$ cat src/rtl/xy_router_rr_pkg.sv
// rtl/xy_router_rr_pkg.sv - shared port indices, types and round-robin pick helper
package xy_router_rr_pkg;

    localparam int PORT_N     = 5;
    localparam int PORT_IDX_W = 3;

    typedef logic [PORT_IDX_W-1:0] port_idx_t;

    localparam port_idx_t P_LEFT  = 3'd0;
    localparam port_idx_t P_TOP   = 3'd1;
    localparam port_idx_t P_RIGHT = 3'd2;
    localparam port_idx_t P_BOT   = 3'd3;
    localparam port_idx_t P_RES   = 3'd4;

    // First requester strictly after ptr in cyclic order 0..4; returns ptr when nothing requests.
    function automatic port_idx_t rr_pick(input logic [PORT_N-1:0] req, input port_idx_t ptr);
        port_idx_t pick;
        port_idx_t idx;
        pick = ptr;
        for (int k = PORT_N; k >= 1; k--) begin
            idx = PORT_IDX_W'((int'(ptr) + k) % PORT_N);
            if (req[idx]) begin
                pick = idx;
            end
        end
        return pick;
    endfunction

endpackage

$ cat src/rtl/xy_router_rr_if.sv
// rtl/xy_router_rr_if.sv - five-port packet bus between router and its neighbours
interface xy_router_rr_if #(
    parameter int PACKET_W = 16
);
    logic [4:0]            pckt_vld_i;
    logic [5*PACKET_W-1:0] pckt_i;
    logic [4:0]            pckt_rdy_o;
    logic [4:0]            pckt_vld_o;
    logic [5*PACKET_W-1:0] pckt_o;
    logic [4:0]            pckt_rdy_i;
    logic                  busy_o;
    logic                  drop_o;

    modport slave (
        input  pckt_vld_i, pckt_i, pckt_rdy_i,
        output pckt_rdy_o, pckt_vld_o, pckt_o, busy_o, drop_o
    );

    modport master (
        output pckt_vld_i, pckt_i, pckt_rdy_i,
        input  pckt_rdy_o, pckt_vld_o, pckt_o, busy_o, drop_o
    );
endinterface

$ cat src/rtl/xy_router_rr_fifo.sv
// rtl/xy_router_rr_fifo.sv - per-input packet FIFO with wrapping pointers and full flag
module xy_fifo #(
    parameter int DEPTH = 4,
    parameter int WIDTH = 16
) (
    input  logic             clk_i,
    input  logic             rst_ni,
    input  logic             i_push,
    input  logic [WIDTH-1:0] i_data,
    input  logic             i_pop,
    output logic [WIDTH-1:0] o_data,
    output logic             o_empty,
    output logic             o_full
);
    localparam int AW = $clog2(DEPTH);

    logic [WIDTH-1:0] r_mem [DEPTH];
    logic [AW-1:0]    r_wr;
    logic [AW-1:0]    r_rd;
    logic             r_full;
    logic [AW-1:0]    w_wr_nxt;
    logic             w_empty;
    logic             w_push;
    logic             w_pop;

    assign w_empty  = (r_wr == r_rd) && !r_full;
    assign w_push   = i_push && !r_full;
    assign w_pop    = i_pop && !w_empty;
    assign w_wr_nxt = r_wr + AW'(1);

    assign o_data  = r_mem[r_rd];
    assign o_empty = w_empty;
    assign o_full  = r_full;

    // Storage carries no reset; the pointers alone define what is valid.
    always_ff @(posedge clk_i) begin
        if (w_push) begin
            r_mem[r_wr] <= i_data;
        end
    end

    // Pointer and full-flag update; pointers wrap modulo DEPTH.
    always_ff @(posedge clk_i or negedge rst_ni) begin
        if (!rst_ni) begin
            r_wr   <= '0;
            r_rd   <= '0;
            r_full <= 1'b0;
        end else begin
            if (w_push) begin
                r_wr <= w_wr_nxt;
            end
            if (w_pop) begin
                r_rd <= r_rd + AW'(1);
            end
            if (w_push && !w_pop && (w_wr_nxt == r_rd)) begin
                r_full <= 1'b1;
            end else if (w_pop && !w_push) begin
                r_full <= 1'b0;
            end
        end
    end

endmodule

$ cat src/rtl/xy_router_rr.sv
// rtl/xy_router_rr.sv - buffered five-port XY mesh router with per-output round-robin
module xy_router_rr #(
    parameter int         X_CORD     = 0,
    parameter int         Y_CORD     = 0,
    parameter int         ADDR_X_W   = 4,
    parameter int         ADDR_Y_W   = 4,
    parameter int         DATA_W     = 8,
    parameter int         FIFO_DEPTH = 4,
    parameter logic [4:0] PORT_EN    = 5'b11111
) (
    input  logic          clk_i,
    input  logic          rst_ni,
    xy_router_rr_if.slave bus
);
    import xy_router_rr_pkg::*;

    localparam int PACKET_W = ADDR_X_W + ADDR_Y_W + DATA_W;
    localparam logic [ADDR_X_W-1:0] C_X = ADDR_X_W'(X_CORD);
    localparam logic [ADDR_Y_W-1:0] C_Y = ADDR_Y_W'(Y_CORD);

    logic [PACKET_W-1:0]                w_head [PORT_N];
    logic [PORT_N-1:0]                  w_empty;
    logic [PORT_N-1:0]                  w_full;
    logic [PORT_N-1:0]                  w_push;
    logic [PORT_N-1:0]                  w_pop;
    logic [PORT_N-1:0]                  w_drop;
    port_idx_t                          w_route [PORT_N];
    logic [PORT_N-1:0][PORT_N-1:0]      w_req;
    logic [PORT_N-1:0]                  w_free;
    logic [PORT_N-1:0]                  w_gnt_vld;
    port_idx_t                          w_gnt_idx [PORT_N];

    logic [PACKET_W-1:0]                r_out [PORT_N];
    logic [PORT_N-1:0]                  r_vld;
    port_idx_t                          r_ptr [PORT_N];

    genvar g;
    generate
        for (g = 0; g < PORT_N; g++) begin : g_port
            assign bus.pckt_rdy_o[g] = PORT_EN[g] && !w_full[g];
            assign w_push[g]         = PORT_EN[g] && !w_full[g] && bus.pckt_vld_i[g];
            assign bus.pckt_o[g*PACKET_W +: PACKET_W] = r_out[g];

            xy_fifo #(
                .DEPTH (FIFO_DEPTH),
                .WIDTH (PACKET_W)
            ) u_fifo (
                .clk_i   (clk_i),
                .rst_ni  (rst_ni),
                .i_push  (w_push[g]),
                .i_data  (bus.pckt_i[g*PACKET_W +: PACKET_W]),
                .i_pop   (w_pop[g]),
                .o_data  (w_head[g]),
                .o_empty (w_empty[g]),
                .o_full  (w_full[g])
            );
        end
    endgenerate

    // XY routing of each FIFO head, then drop detection and the request matrix.
    always_comb begin
        w_req  = '0;
        w_drop = '0;
        for (int p = 0; p < PORT_N; p++) begin
            logic [ADDR_X_W-1:0] v_x;
            logic [ADDR_Y_W-1:0] v_y;
            v_x = w_head[p][PACKET_W-1 -: ADDR_X_W];
            v_y = w_head[p][DATA_W +: ADDR_Y_W];
            if (v_x > C_X) begin
                w_route[p] = P_RIGHT;
            end else if (v_x < C_X) begin
                w_route[p] = P_LEFT;
            end else if (v_y > C_Y) begin
                w_route[p] = P_BOT;
            end else if (v_y < C_Y) begin
                w_route[p] = P_TOP;
            end else begin
                w_route[p] = P_RES;
            end
            if (!w_empty[p]) begin
                if (PORT_EN[w_route[p]]) begin
                    w_req[w_route[p]][p] = 1'b1;
                end else begin
                    w_drop[p] = 1'b1;
                end
            end
        end
    end

    // Per-output grant: a free output register takes the next requester after its pointer.
    always_comb begin
        w_pop = w_drop;
        for (int o = 0; o < PORT_N; o++) begin
            w_free[o]    = !r_vld[o] || bus.pckt_rdy_i[o];
            w_gnt_vld[o] = w_free[o] && (|w_req[o]);
            w_gnt_idx[o] = rr_pick(w_req[o], r_ptr[o]);
            if (w_gnt_vld[o]) begin
                w_pop[w_gnt_idx[o]] = 1'b1;
            end
        end
    end

    // Output registers and arbiter pointers; a drained register is refilled in the same cycle.
    always_ff @(posedge clk_i or negedge rst_ni) begin
        if (!rst_ni) begin
            r_vld <= '0;
            for (int o = 0; o < PORT_N; o++) begin
                r_out[o] <= '0;
                r_ptr[o] <= P_RES;
            end
        end else begin
            for (int o = 0; o < PORT_N; o++) begin
                if (w_gnt_vld[o]) begin
                    r_out[o] <= w_head[w_gnt_idx[o]];
                    r_vld[o] <= 1'b1;
                    r_ptr[o] <= w_gnt_idx[o];
                end else if (w_free[o]) begin
                    r_vld[o] <= 1'b0;
                end
            end
        end
    end

    assign bus.pckt_vld_o = r_vld;
    assign bus.busy_o     = (~&w_empty) || (|r_vld);
    assign bus.drop_o     = |w_drop;

endmodule
$ cat src/flat_wrapper.sv
// flat-port wrapper written by rule: the top's interface ports become plain ports
module xy_router_rr_flat import xy_router_rr_pkg::*;
#(
    parameter int         X_CORD     = 0,
    parameter int         Y_CORD     = 0,
    parameter int         ADDR_X_W   = 4,
    parameter int         ADDR_Y_W   = 4,
    parameter int         DATA_W     = 8,
    parameter int         FIFO_DEPTH = 4,
    parameter logic [4:0] PORT_EN    = 5'b11111
)
  (clk_i, rst_ni, bus_pckt_vld_i, bus_pckt_i, bus_pckt_rdy_i, bus_pckt_rdy_o, bus_pckt_vld_o, bus_pckt_o, bus_busy_o, bus_drop_o);
  xy_router_rr_if bus_i ();
  input  logic clk_i;
  input  logic rst_ni;
  input wire logic [$bits(bus_i.pckt_vld_i)-1:0] bus_pckt_vld_i;
  input wire logic [$bits(bus_i.pckt_i)-1:0] bus_pckt_i;
  input wire logic [$bits(bus_i.pckt_rdy_i)-1:0] bus_pckt_rdy_i;
  output wire logic [$bits(bus_i.pckt_rdy_o)-1:0] bus_pckt_rdy_o;
  output wire logic [$bits(bus_i.pckt_vld_o)-1:0] bus_pckt_vld_o;
  output wire logic [$bits(bus_i.pckt_o)-1:0] bus_pckt_o;
  output wire logic [$bits(bus_i.busy_o)-1:0] bus_busy_o;
  output wire logic [$bits(bus_i.drop_o)-1:0] bus_drop_o;
  assign bus_i.pckt_vld_i = bus_pckt_vld_i;
  assign bus_i.pckt_i = bus_pckt_i;
  assign bus_i.pckt_rdy_i = bus_pckt_rdy_i;
  assign bus_pckt_rdy_o = bus_i.pckt_rdy_o;
  assign bus_pckt_vld_o = bus_i.pckt_vld_o;
  assign bus_pckt_o = bus_i.pckt_o;
  assign bus_busy_o = bus_i.busy_o;
  assign bus_drop_o = bus_i.drop_o;
  xy_router_rr #(.X_CORD(X_CORD), .Y_CORD(Y_CORD), .ADDR_X_W(ADDR_X_W), .ADDR_Y_W(ADDR_Y_W), .DATA_W(DATA_W), .FIFO_DEPTH(FIFO_DEPTH), .PORT_EN(PORT_EN)) u_core (.clk_i(clk_i), .rst_ni(rst_ni), .bus(bus_i));
endmodule
$ cat config.mk
export PLATFORM = sky130hd
export DESIGN_NAME = xy_router_rr_flat
export DESIGN_NICKNAME = d
export VERILOG_FILES = /design/src/rtl/xy_router_rr_pkg.sv /design/src/rtl/xy_router_rr_if.sv /design/src/rtl/xy_router_rr_fifo.sv /design/src/rtl/xy_router_rr.sv /design/src/flat_wrapper.sv
export SDC_FILE = /design/constraint.sdc
export NUM_CORES = 1
export LEC_CHECK = 0
export ABC_AREA = 1
export CAP_MARGIN = 20
export CORE_MARGIN = 2
export CORE_UTILIZATION = 60
export CTS_CLUSTER_SIZE = 40
export DETAILED_ROUTE_END_ITERATION = 12
export GPL_TIMING_DRIVEN = 0
export PLACE_DENSITY = 0.82
export REMOVE_ABC_BUFFERS = 1
export SETUP_SLACK_MARGIN = 0.05
export SLEW_MARGIN = 40
export SYNTH_ARGS = -nofsm -noshare
export SYNTH_HDL_FRONTEND = slang
export SYNTH_SLANG_ARGS = --single-unit
$ cat constraint.sdc
create_clock -name clk_i -period 8 [get_ports clk_i]
set_input_delay 1.2 -clock clk_i [delete_from_list [all_inputs] [get_ports clk_i]]
set_output_delay 1.2 -clock clk_i [all_outputs]
set_load 0.02 [all_outputs]
==> run summary <==
Core Util, Final = 69.8%
Post-synth ARST share = 27.1%
clk_skew = 0.0242 ns
top area cells in the synthesized netlist = edfxtp_1 (39%), nand2_1 (12%), dfrtp_1 (12%)
initial antenna violation count = 0
met1 Track Usage GR = 40.9%
sequential cell area fraction in the yosys report = 51.5%
Main synth FF type = edfxtp_1
Post-Syn Area per Cell = 8.75 sq um
Reg clk slew, reported paths = 0.06 ns
status = finished, final reports clean
Worst Path Max Fanout = 20
GPL Wtd Cong = 0.913
die area = 0.0424 sq mm
hold crit path type = flop to flop
grt peak-use layer = met2
total CTS buffers = 44
# IOs = 184
CP Data Arrival Time = 6.84 ns
Synth Instances = 2792
layout cells sized above 1 = 8.64%
clk_lat worst skew = 0.57 ns
final hold violations = 0
R2R Setup Slk = 1.60 ns
max-slew violation count = 0
Reg area = 0.0126 sq mm
CTS tree = done
vias after detailed routing = 20.3k
Syn Std Cell Area = 0.0244 sq mm
Clock Root Buffer = clkbuf_16
Post-synth EDFFs = 320
fillcell total = 2931
hold buffer count at cts = 0
CTS Buffer Depth = 3
YS warnings = 0
GRT met2 Usage = 51.9%
Yosys top cell area share = 39.3%
Worst R2R Path Depth = 31
Hold EP = u_core.bus.pckt_o[16]$_DFFE_PN0P_
crit-path most repeated cell = nand2_1
multi-input logic area = 0.0101 sq mm
period utilisation layout = 80.0%
reg2reg start = u_core.r_ptr[0]$_DFFE_PN0P_
Pre-antenna DRT Iters = 6
die width = 206 microns
port buffer count = 182
slowest stage delay, CP = 0.86 ns
worst r2r dst = u_core.g_port[1].u_fifo.r_rd[1]$_DFFE_PN0P_
Worst Hold Depth = 0
total of max-cap violations = 0
vias in the first global route = 19.4k
Tmin final = 6.40 ns
fmax = 0.156 GHz
Final ANT Viol Nets = 0
total congestion overflow = 0
setup bufs post-CTS = 0
delay-heaviest family, CP = simple AND/OR/NAND/NOR gates
DIE HEIGHT = 206 microns
# diodes = 0
H-tree levels = 2
setup TNS = 0 ns
slew margin rel. = 42.3%
synth cell count leaders = nand2_1 (786), nand3_1 (328), edfxtp_1 (320), nor2_1 (249), inv_1 (242)
CP Class = flop to flop
Clock Sinks = 439
Core ar. = 0.0400 sq mm
RSZ-0062 raised after global routing = no
Initial Util = 61.1%
Place WS = 1.81 ns
Hold Path Origin = u_core.bus.pckt_o[16]$_DFFE_PN0P_
via/cell ratio = 5.88
slowest cell on the critical path = dfrtp_1
Final setup viols = 0
Yosys reg bits = 439
DRT Wirelength = 67.0 mm
synthesis-to-finish area growth = 14.2%
CP Launch Type = flop
dpl hpwl = 45.0 mm
net total in the final layout = 3062
count of different cell masters after synthesis = 58
WL/cell = 19.5 microns
area leader, netlist = edfxtp_1
largest net degree at the start of global routing = 69
GRT Total Usage = 31.5%
DR iter-0 viols = 2178
worst setup margin = 1.60 ns
Residual DRC = 0
CP Capture Type = flop
FP Rows = 73
met3 Usage GRT = 4.62%
Worst-Margin Slew = 0.863 ns
Resized cells post-CTS = 0
Critical Path RT = 8.44 ns
first-pass GRT wire length = 103 mm
WP buf/inv = 2
most frequent cell after synthesis = nand2_1
flip-flops by register name (all words and copies together), names as in the netlist:
name and count:
u_core.bus.pckt_o 80, u_core.r_ptr 9, u_core.g_port.u_fifo.r_rd 10, u_core.g_port.u_fifo.r_wr 10, u_core.bus.pckt_vld_o 5, u_core.g_port.u_fifo.o_full 5
u_core.g_port.u_fifo.r_mem 320
layout make-up:
type,count,area share (%)
Inverter,271,3.73
Clock inverter,26,1.25
Tap cell,525,2.35
Timing Repair Buffer,188,7.03
Multi-Input combinational cell,1940,36.2
Clock buffer,54,4.34
Sequential cell,439,45.1
cells in the final DEF, fill, tap and decap left out, types with 30 or more instances in the layout:
cell             instances
xor2_1                  30
edfxtp_1               320
nand2_2                 41
nand2_1                786
dfrtp_1                111
ha_1                    86
o21ai_0                124
o21ai_1                 39
nor2_1                 227
clkdlybuf4s50_1        181
inv_1                  240
clkbuf_16               45
nand3_1                328
a21oi_1                 43
per-stage QoR:
| stage | hold slack, ns | cells | area (sq um) |
|---|---|---|---|
| final | 0.375 | 3443 | 27900 |
| after global routing | 0.384 | 3443 | 27900 |
| after CTS | 0.378 | 3443 | 27900 |
| after detailed placement | 0.364 | 3363 | 26300 |
| after global placement | 0.364 | 3357 | 26000 |
| after floorplan | 0.477 | 2650 | 23500 |
worst max path at each step:
stage | from | to | slack (ns) | cells past startpoint
3_5_place_dp | u_core.r_ptr[0]$_DFFE_PN0P_ | u_core.bus.pckt_o[64]$_DFFE_PN0P_ | 1.81 | 31
2_1_floorplan | u_core.r_ptr[3]$_DFFE_PN0P_ | u_core.g_port[2].u_fifo.r_rd[0]$_DFFE_PN0P_ | 3.34 | 28
3_3_place_gp | rst_ni | u_core.bus.pckt_o[6]$_DFFE_PN0P_ | 0.65 | 1
6_report | u_core.r_ptr[0]$_DFFE_PN0P_ | u_core.g_port[1].u_fifo.r_rd[1]$_DFFE_PN0P_ | 1.60 | 31
4_1_cts | u_core.r_ptr[0]$_DFFE_PN0P_ | u_core.bus.pckt_o[64]$_DFFE_PN0P_ | 1.76 | 31
5_1_grt | u_core.r_ptr[0]$_DFFE_PN0P_ | u_core.bus.pckt_o[64]$_DFFE_PN0P_ | 1.15 | 31
layer usage:
layer  share of wire, %  vias to the layer above
li1                   -                     9422
met1                 38                     9560
met2                 48                     1063
met3                9.2                      217
met4                5.0                        0
met5                  0                        -
kinds of logic after synthesis:
kind of cell	share of synthesized area (%)
XOR/XNOR	1.60
buffers and inverters	7.94
flip-flops	51.5
adder cells (fa/ha/maj)	4.40
AO/OA/AOI/OAI	7.87
AND/OR/NAND/NOR	26.7
other	0.0153
Power is not shown: default switching activity piles up to over one toggle a cycle in this logic, so the estimate is an artifact.
